--- src/rtl/serdes_frame_rx.sv ---
// serdes_frame_rx: framed serial receiver for the SerDes link.
// Samples ser_in on ser_en strobes, recognises start-bit framed bytes
// (LSB first), checks the optional even parity bit and the stop bit, and
// holds each good byte on data_out until the consumer reads it.
// Optional feature macro: SERDES_RX_PARITY_EN (adds the parity bit, 11-bit
// frame). Without it the frame is 10 bits and parity_err is always 0.
module serdes_frame_rx #(
    parameter logic IDLE_LVL = 1'b1
) (
    input  logic       clk,
    input  logic       rst_n,
    input  logic       ser_en,
    input  logic       ser_in,
    input  logic       rd_en,
    output logic [7:0] data_out,
    output logic       data_valid,
    output logic       parity_err,
    output logic       frame_err,
    output logic       overrun
);

    localparam logic [1:0] ST_IDLE   = 2'd0;
    localparam logic [1:0] ST_DATA   = 2'd1;
`ifdef SERDES_RX_PARITY_EN
    localparam logic [1:0] ST_PARITY = 2'd2;
`endif
    localparam logic [1:0] ST_STOP   = 2'd3;

    // Even parity: mismatch when data ones plus the parity bit are odd.
    function automatic logic even_parity_mismatch(input logic [7:0] d, input logic p);
        return (^d) ^ p;
    endfunction

    logic [1:0] state_r;
    logic [1:0] state_nxt_s;
    logic [2:0] cnt_r;
    logic [2:0] cnt_nxt_s;
    logic [7:0] shift_r;
    logic [7:0] shift_nxt_s;
`ifdef SERDES_RX_PARITY_EN
    logic       par_bad_r;
    logic       par_bad_nxt_s;
`endif
    logic       frame_bad_s;
    logic       parity_bad_s;
    logic       good_s;
    logic [7:0] data_nxt_s;
    logic       valid_nxt_s;
    logic       ovr_nxt_s;

    // Frame FSM next-state, bit counter, shift register and frame verdict.
    always_comb begin
        state_nxt_s   = state_r;
        cnt_nxt_s     = cnt_r;
        shift_nxt_s   = shift_r;
`ifdef SERDES_RX_PARITY_EN
        par_bad_nxt_s = par_bad_r;
`endif
        frame_bad_s   = 1'b0;
        parity_bad_s  = 1'b0;
        good_s        = 1'b0;
        if (ser_en) begin
            case (state_r)
                ST_IDLE: begin
                    if (ser_in == ~IDLE_LVL) begin
                        state_nxt_s = ST_DATA;
                        cnt_nxt_s   = 3'd0;
                    end else begin
                        state_nxt_s = ST_IDLE;
                    end
                end
                ST_DATA: begin
                    shift_nxt_s[cnt_r] = ser_in;
                    cnt_nxt_s          = cnt_r + 3'd1;
                    if (cnt_r == 3'd7) begin
`ifdef SERDES_RX_PARITY_EN
                        state_nxt_s = ST_PARITY;
`else
                        state_nxt_s = ST_STOP;
`endif
                    end else begin
                        state_nxt_s = ST_DATA;
                    end
                end
`ifdef SERDES_RX_PARITY_EN
                ST_PARITY: begin
                    par_bad_nxt_s = even_parity_mismatch(shift_r, ser_in);
                    state_nxt_s   = ST_STOP;
                end
`endif
                ST_STOP: begin
                    state_nxt_s = ST_IDLE;
                    if (ser_in != IDLE_LVL) begin
                        frame_bad_s = 1'b1;
`ifdef SERDES_RX_PARITY_EN
                    end else if (par_bad_r) begin
                        parity_bad_s = 1'b1;
`endif
                    end else begin
                        good_s = 1'b1;
                    end
                end
                default: begin
                    state_nxt_s = ST_IDLE;
                end
            endcase
        end else begin
            state_nxt_s = state_r;
        end
    end

    // Output buffer: load, overrun on a full buffer, and consumer reads.
    always_comb begin
        data_nxt_s  = data_out;
        valid_nxt_s = data_valid;
        ovr_nxt_s   = overrun;
        if (good_s) begin
            if (!data_valid || rd_en) begin
                data_nxt_s  = shift_r;
                valid_nxt_s = 1'b1;
                if (rd_en) begin
                    ovr_nxt_s = 1'b0;
                end else begin
                    ovr_nxt_s = overrun;
                end
            end else begin
                ovr_nxt_s = 1'b1;
            end
        end else if (rd_en) begin
            valid_nxt_s = 1'b0;
            ovr_nxt_s   = 1'b0;
        end else begin
            valid_nxt_s = data_valid;
        end
    end

    // Receiver state registers; reset aborts any partial frame.
    always_ff @(posedge clk or negedge rst_n) begin
        if (!rst_n) begin
            state_r   <= ST_IDLE;
            cnt_r     <= 3'd0;
            shift_r   <= 8'h00;
`ifdef SERDES_RX_PARITY_EN
            par_bad_r <= 1'b0;
`endif
        end else begin
            state_r   <= state_nxt_s;
            cnt_r     <= cnt_nxt_s;
            shift_r   <= shift_nxt_s;
`ifdef SERDES_RX_PARITY_EN
            par_bad_r <= par_bad_nxt_s;
`endif
        end
    end

    // Registered outputs; error flags are single-cycle pulses.
    always_ff @(posedge clk or negedge rst_n) begin
        if (!rst_n) begin
            data_out   <= 8'h00;
            data_valid <= 1'b0;
            overrun    <= 1'b0;
            parity_err <= 1'b0;
            frame_err  <= 1'b0;
        end else begin
            data_out   <= data_nxt_s;
            data_valid <= valid_nxt_s;
            overrun    <= ovr_nxt_s;
            parity_err <= parity_bad_s;
            frame_err  <= frame_bad_s;
        end
    end

endmodule

--- config.mk ---
export PLATFORM = sky130hd
export DESIGN_NAME = serdes_frame_rx
export DESIGN_NICKNAME = d
export VERILOG_FILES = /design/src/rtl/serdes_frame_rx.sv
export SDC_FILE = /design/constraint.sdc
export NUM_CORES = 1
export LEC_CHECK = 0
export ABC_AREA = 1
export BUFFER_PORTS_ARGS = -buffer_cell sky130_fd_sc_hd__buf_2
export CORE_MARGIN = 2
export CORE_UTILIZATION = 46
export DETAILED_ROUTE_END_ITERATION = 16
export PLACE_DENSITY = 0.74
export REMOVE_ABC_BUFFERS = 1
export SYNTH_ARGS = -nofsm -noshare
export SYNTH_HDL_FRONTEND = slang
export SYNTH_SLANG_ARGS = --single-unit
--- constraint.sdc ---
create_clock -name clk -period 1.95 [get_ports clk]
set_input_delay 0.2925 -clock clk [delete_from_list [all_inputs] [get_ports clk]]
set_output_delay 0.2925 -clock clk [all_outputs]
set_load 0.01 [all_outputs]
Word-level counts from Yosys, hierarchy flattened
Cells that the tools add are included.
{"block": "op_classes", "n_reduce_logical": 10, "order_cmp": 2, "n_eq_ne": 5, "muxes": 20, "addsub": 1}
{"cell": "1-bit 2-to-1 mux", "n": 14}
{"cell": "8-bit bitwise mux", "n": 1}
{"cell": "3-bit one-hot mux with 2 select lines", "n": 1}
{"cell": "2-bit AND reduction", "n": 3}
{"cell": "3-bit by 4-bit < comparator with 1-bit output (second input constant)", "n": 1}
{"cell": "2-bit one-hot mux with 2 select lines", "n": 1}
{"cell": "2-bit nonzero test", "n": 2}
{"cell": "3-bit by 1-bit adder with 3-bit output (second input constant)", "n": 1}
{"cell": "1-bit demux with 3-bit select", "n": 1}
{"cell": "3-bit == test (second input constant)", "n": 1}
{"cell": "3-bit by 1-bit greater-or-equal comparator with 1-bit output (second input constant)", "n": 1}
{"cell": "3-bit 2-to-1 mux", "n": 1}
{"cell": "3-bit AND reduction", "n": 1}
{"cell": "2-bit by 1-bit == test with 1-bit output (second input constant)", "n": 1}
{"cell": "2-bit == test (second input constant)", "n": 1}
{"cell": "2-bit zero test", "n": 1}
{"cell": "2-bit 2-to-1 mux", "n": 1}
{"cell": "2-bit by 1-bit != test with 1-bit output (second input constant)", "n": 1}
{"cell": "2-bit != test (second input constant)", "n": 1}
{"cell": "1-bit logical AND", "n": 1}
{"cell": "1-bit zero test", "n": 1}
{"cell": "1-bit logical OR", "n": 1}
{"block": "word_totals", "inputBits": 5, "elab_cells": 45, "reg_bits": 24}

Depth between registers and ports, before layout
{"block": "depth", "depth_word": 5, "ltp_mapped": 6, "depth_no_buf": 6}

Worst setup path after synthesis
No wires, ideal clock.
{"block": "synth_timing", "kind": "register to register", "startpoint": "reg cnt_r[0]", "endpoint": "reg cnt_r[2]", "required_time_ps": 1832, "arrival_time_ps": 991, "slack_ps": 841, "stages_incl_launch_ff": 5, "cell_sequence": "dfrtp_1 -> ha_1 -> ha_1 -> nand3_1 -> nand2_1"}
{"block": "synth_via", "elab_chain_cells": 2}
{"item": "start: declaration", "line_no": "36", "source": "logic [2:0] cnt_r;"}
{"item": "start signal: assignment", "line_no": "148", "source": "cnt_r <= cnt_nxt_s;"}
{"item": "3-bit by 1-bit adder with 3-bit output", "line_no": "74", "source": "cnt_nxt_s = cnt_r + 3'd1;"}
{"item": "3-bit one-hot mux with 2 select lines", "line_no": "63", "source": "case (state_r)"}
Every way passes these cells.
A chain may end at the register's enable or synchronous reset.

Worst setup path in the final report
Ends and elaborated chain as after synthesis.

==> run summary <==
Status -> completed
Syn_area_per_cell -> 8.700 µm²
Crit path time final -> 1.170 ns
CP bufs+invs -> 0
Post-synthesis cell count -> 128
WP data arrival -> 1.39 ns
Final setup violation count -> 0
Relative slew slack -> 65.53%
CP cell instances -> ha_1 -> ha_1 -> nand3_1 -> nand2_1
Clk slew on worst S/H paths -> 0.13 ns
IO Port Bufs -> 15
Share of layout cells above drive strength 1 -> 18.75%
Final Util -> 55.77%
DRT iter0 DRCs -> 9
Crit-path slowest cell -> dfrtp_1
# Max-Cap Violations -> 0
Leakage -> 0.7181 nW
Die Y -> 53.20 µm
Hpwl dp -> 1472 µm
CTS tree -> built
Insertion delay to the later sink of the worst-skew pair -> 0.32 ns
Hold buffer count at CTS -> 1
Clock Path Buffers -> 2
Worst Path Class, Setup -> reg2reg
Vias/cell -> 5.017
Reg2Reg Depth -> 4
Ports -> 17
Final ANT Viol Nets -> 0
Root buf cell -> clkbuf_4
Register bit count reported by yosys -> 24
Largest net degree at the start of global routing -> 25
VDD IR max -> 0.6020 mV
Hold WC Path Type -> in2reg
F_max -> 0.8546 GHz
Total gr overflow -> 0
Crit. End Element -> register
Seq/Total Area, Yosys -> 53.93%
Worst r2r src -> cnt_r[0]
Post-Route Setup TNS -> 0 ns
Commonest non-fill, non-tap cell in the layout -> nand2_1
# DRC -> 0
Total detailed-routing wirelength -> 1945 µm
Post-synthesis cell type count -> 20
Synthesis-to-finish area growth -> 12.92%
Synth Area in Compound Gates -> 1.573%
Fillcell total -> 229
P per Cell Area -> 1071 mW/mm²
Final hold violation count -> 0
Critical Path Start Type -> register
Final max-slew violation count -> 0
Synth Cell Area -> 0.001114 mm²
Inserted Clock Buffers -> 3
CTS Sinks -> 24
Hold depth -> 4
Die footprint -> 0.002830 mm²
Number of diodes -> 0
Fraction of synthesized area in multiplexers -> 0%
PostCTS Resize Cnt -> 0
RSZ-0062 raised after global routing -> false
Worst EP required -> 2.17 ns
Worst Max-Slew Pin Slew -> 0.5170 ns
Min-Delay Startpoint -> rd_en
Yosys warning total -> 0
Initial antenna violation count -> 0
Hold Path End -> overrun
Crit share post-route -> 60.00%
Vias in the first global route -> 862
Reg-to-Reg End -> cnt_r[2]
Via count -> 863
Combinational family with the most area after synthesis -> simple AND/OR/NAND/NOR gates
Routed wire per std cell -> 11.31 µm
First-pass GRT wire length -> 3484 µm
Slowest Stage Delay on Critical Path -> 0.46 ns
Post-synthesis adder-cell area fraction -> 2.247%
Cell family with most CP delay -> adder cells
Pre-antenna DRT Iters -> 4
Core region area -> 0.002255 mm²
Die Width -> 53.20 µm
Simple-gate area share of the yosys netlist -> 36.29%
Crit Path Max Fanout -> 4
Placement Rows -> 17
GP Congestion -> 0.7581
Post-CTS setup buffer count -> 0
All-Layer GR Usage -> 17.19%
H-tree depth -> 1
Worst R2R Setup Slack -> 0.78 ns
Fin nets -> 152
CP dominant cell by count -> ha_1
Most frequent cells in the layout -> 50 x nand2_1, 25 x nand3_1, 24 x dfrtp_1
Clk_skew -> 0.004452 ns
Post-Synth XOR/XNOR Area -> 0%
Initial core utilization -> 49.39%
## metrics by stage
step	cell area, µm²	power [mW]	hold slack [ns]	cells	worst slack [ns]
2_1_floorplan	1085	0.9080	-0.003091	124	0.8412
3_3_place_gp	1195	0.9853	0.2889	167	0.7883
3_5_place_dp	1195	1.003	0.3029	167	0.7601
4_1_cts	1257	1.367	0.2002	172	0.7737
5_1_grt	1257	1.443	0.2285	172	0.6690
6_report	1257	1.347	0.2066	172	0.7799
## sequential cells by signal, summed over array words and instances (netlist names)
name / flops
cnt_r: 3
data_out: 8
data_valid: 1
frame_err: 1
overrun: 1
shift_r: 8
state_r: 2
## where the power goes
| group | switching [mW] | internal [mW] |
|---|---|---|
| Sequential | 0.0872 | 0.608 |
| Combinational | 0.188 | 0.107 |
| Clock | 0.149 | 0.208 |
## worst min-delay path, cell delays in order
cell	delay [ns]
buf_2	0.08
inv_1	0.04
nand2_1	0.05
o21ai_1	0.05
## cell type report
type / count / area [µm²] / area share (%)
sequential: 24 / 600.6 / 47.76
tap: 28 / 35.03 / 2.786
clock inverter: 1 / 30.03 / 2.388
multi-input combinational: 91 / 450.4 / 35.82
clock buffer: 3 / 22.52 / 1.791
inverter: 9 / 33.78 / 2.687
timing repair buffer: 16 / 85.08 / 6.766
## synthesized netlist by cell type, drive strengths merged
library cell	instances	area, µm²
buf	4	28.78
conb	1	3.750
dfrtp	24	600.6
ha	2	25.02
inv	9	33.79
nand2	52	205.2
nand3	25	125.1
nand3b	1	7.510
nor2	6	61.31
nor3	1	5.000
o211ai	1	7.510
o21ai	2	10.00
## kinds of logic after synthesis
group / count (synthesis)
other: 1
buffers and inverters: 13
and+or+nand+nor: 85
DFF: 24
adders and majority gates: 2
AOI/OAI and AO/OA: 3
## how the worst max path moves through the flow
stage               start           to  slack, ns  cells after the start
5_1_grt        state_r[1]   shift_r[3]       0.67                      6
6_report         cnt_r[0]     cnt_r[2]       0.78                      4
4_1_cts          cnt_r[0]     cnt_r[2]       0.77                      4
3_3_place_gp       ser_en  data_out[0]       0.79                      6
2_1_floorplan    cnt_r[0]     cnt_r[2]       0.84                      4
3_5_place_dp       ser_in  data_out[0]       0.76                      6
## routing by layer
| metal | vias up | part of all wire [%] | GRT usage [%] |
|---|---|---|---|
| li1 | 436 | - | - |
| met1 | 406 | 44 | 18.41 |
| met2 | 16 | 51 | 31.28 |
| met3 | 5 | 3.4 | 2.542 |
| met4 | 0 | 2.3 | 10.26 |
| met5 | - | 0 | 0 |
No activity file was read; power rests on OpenSTA's default activity.
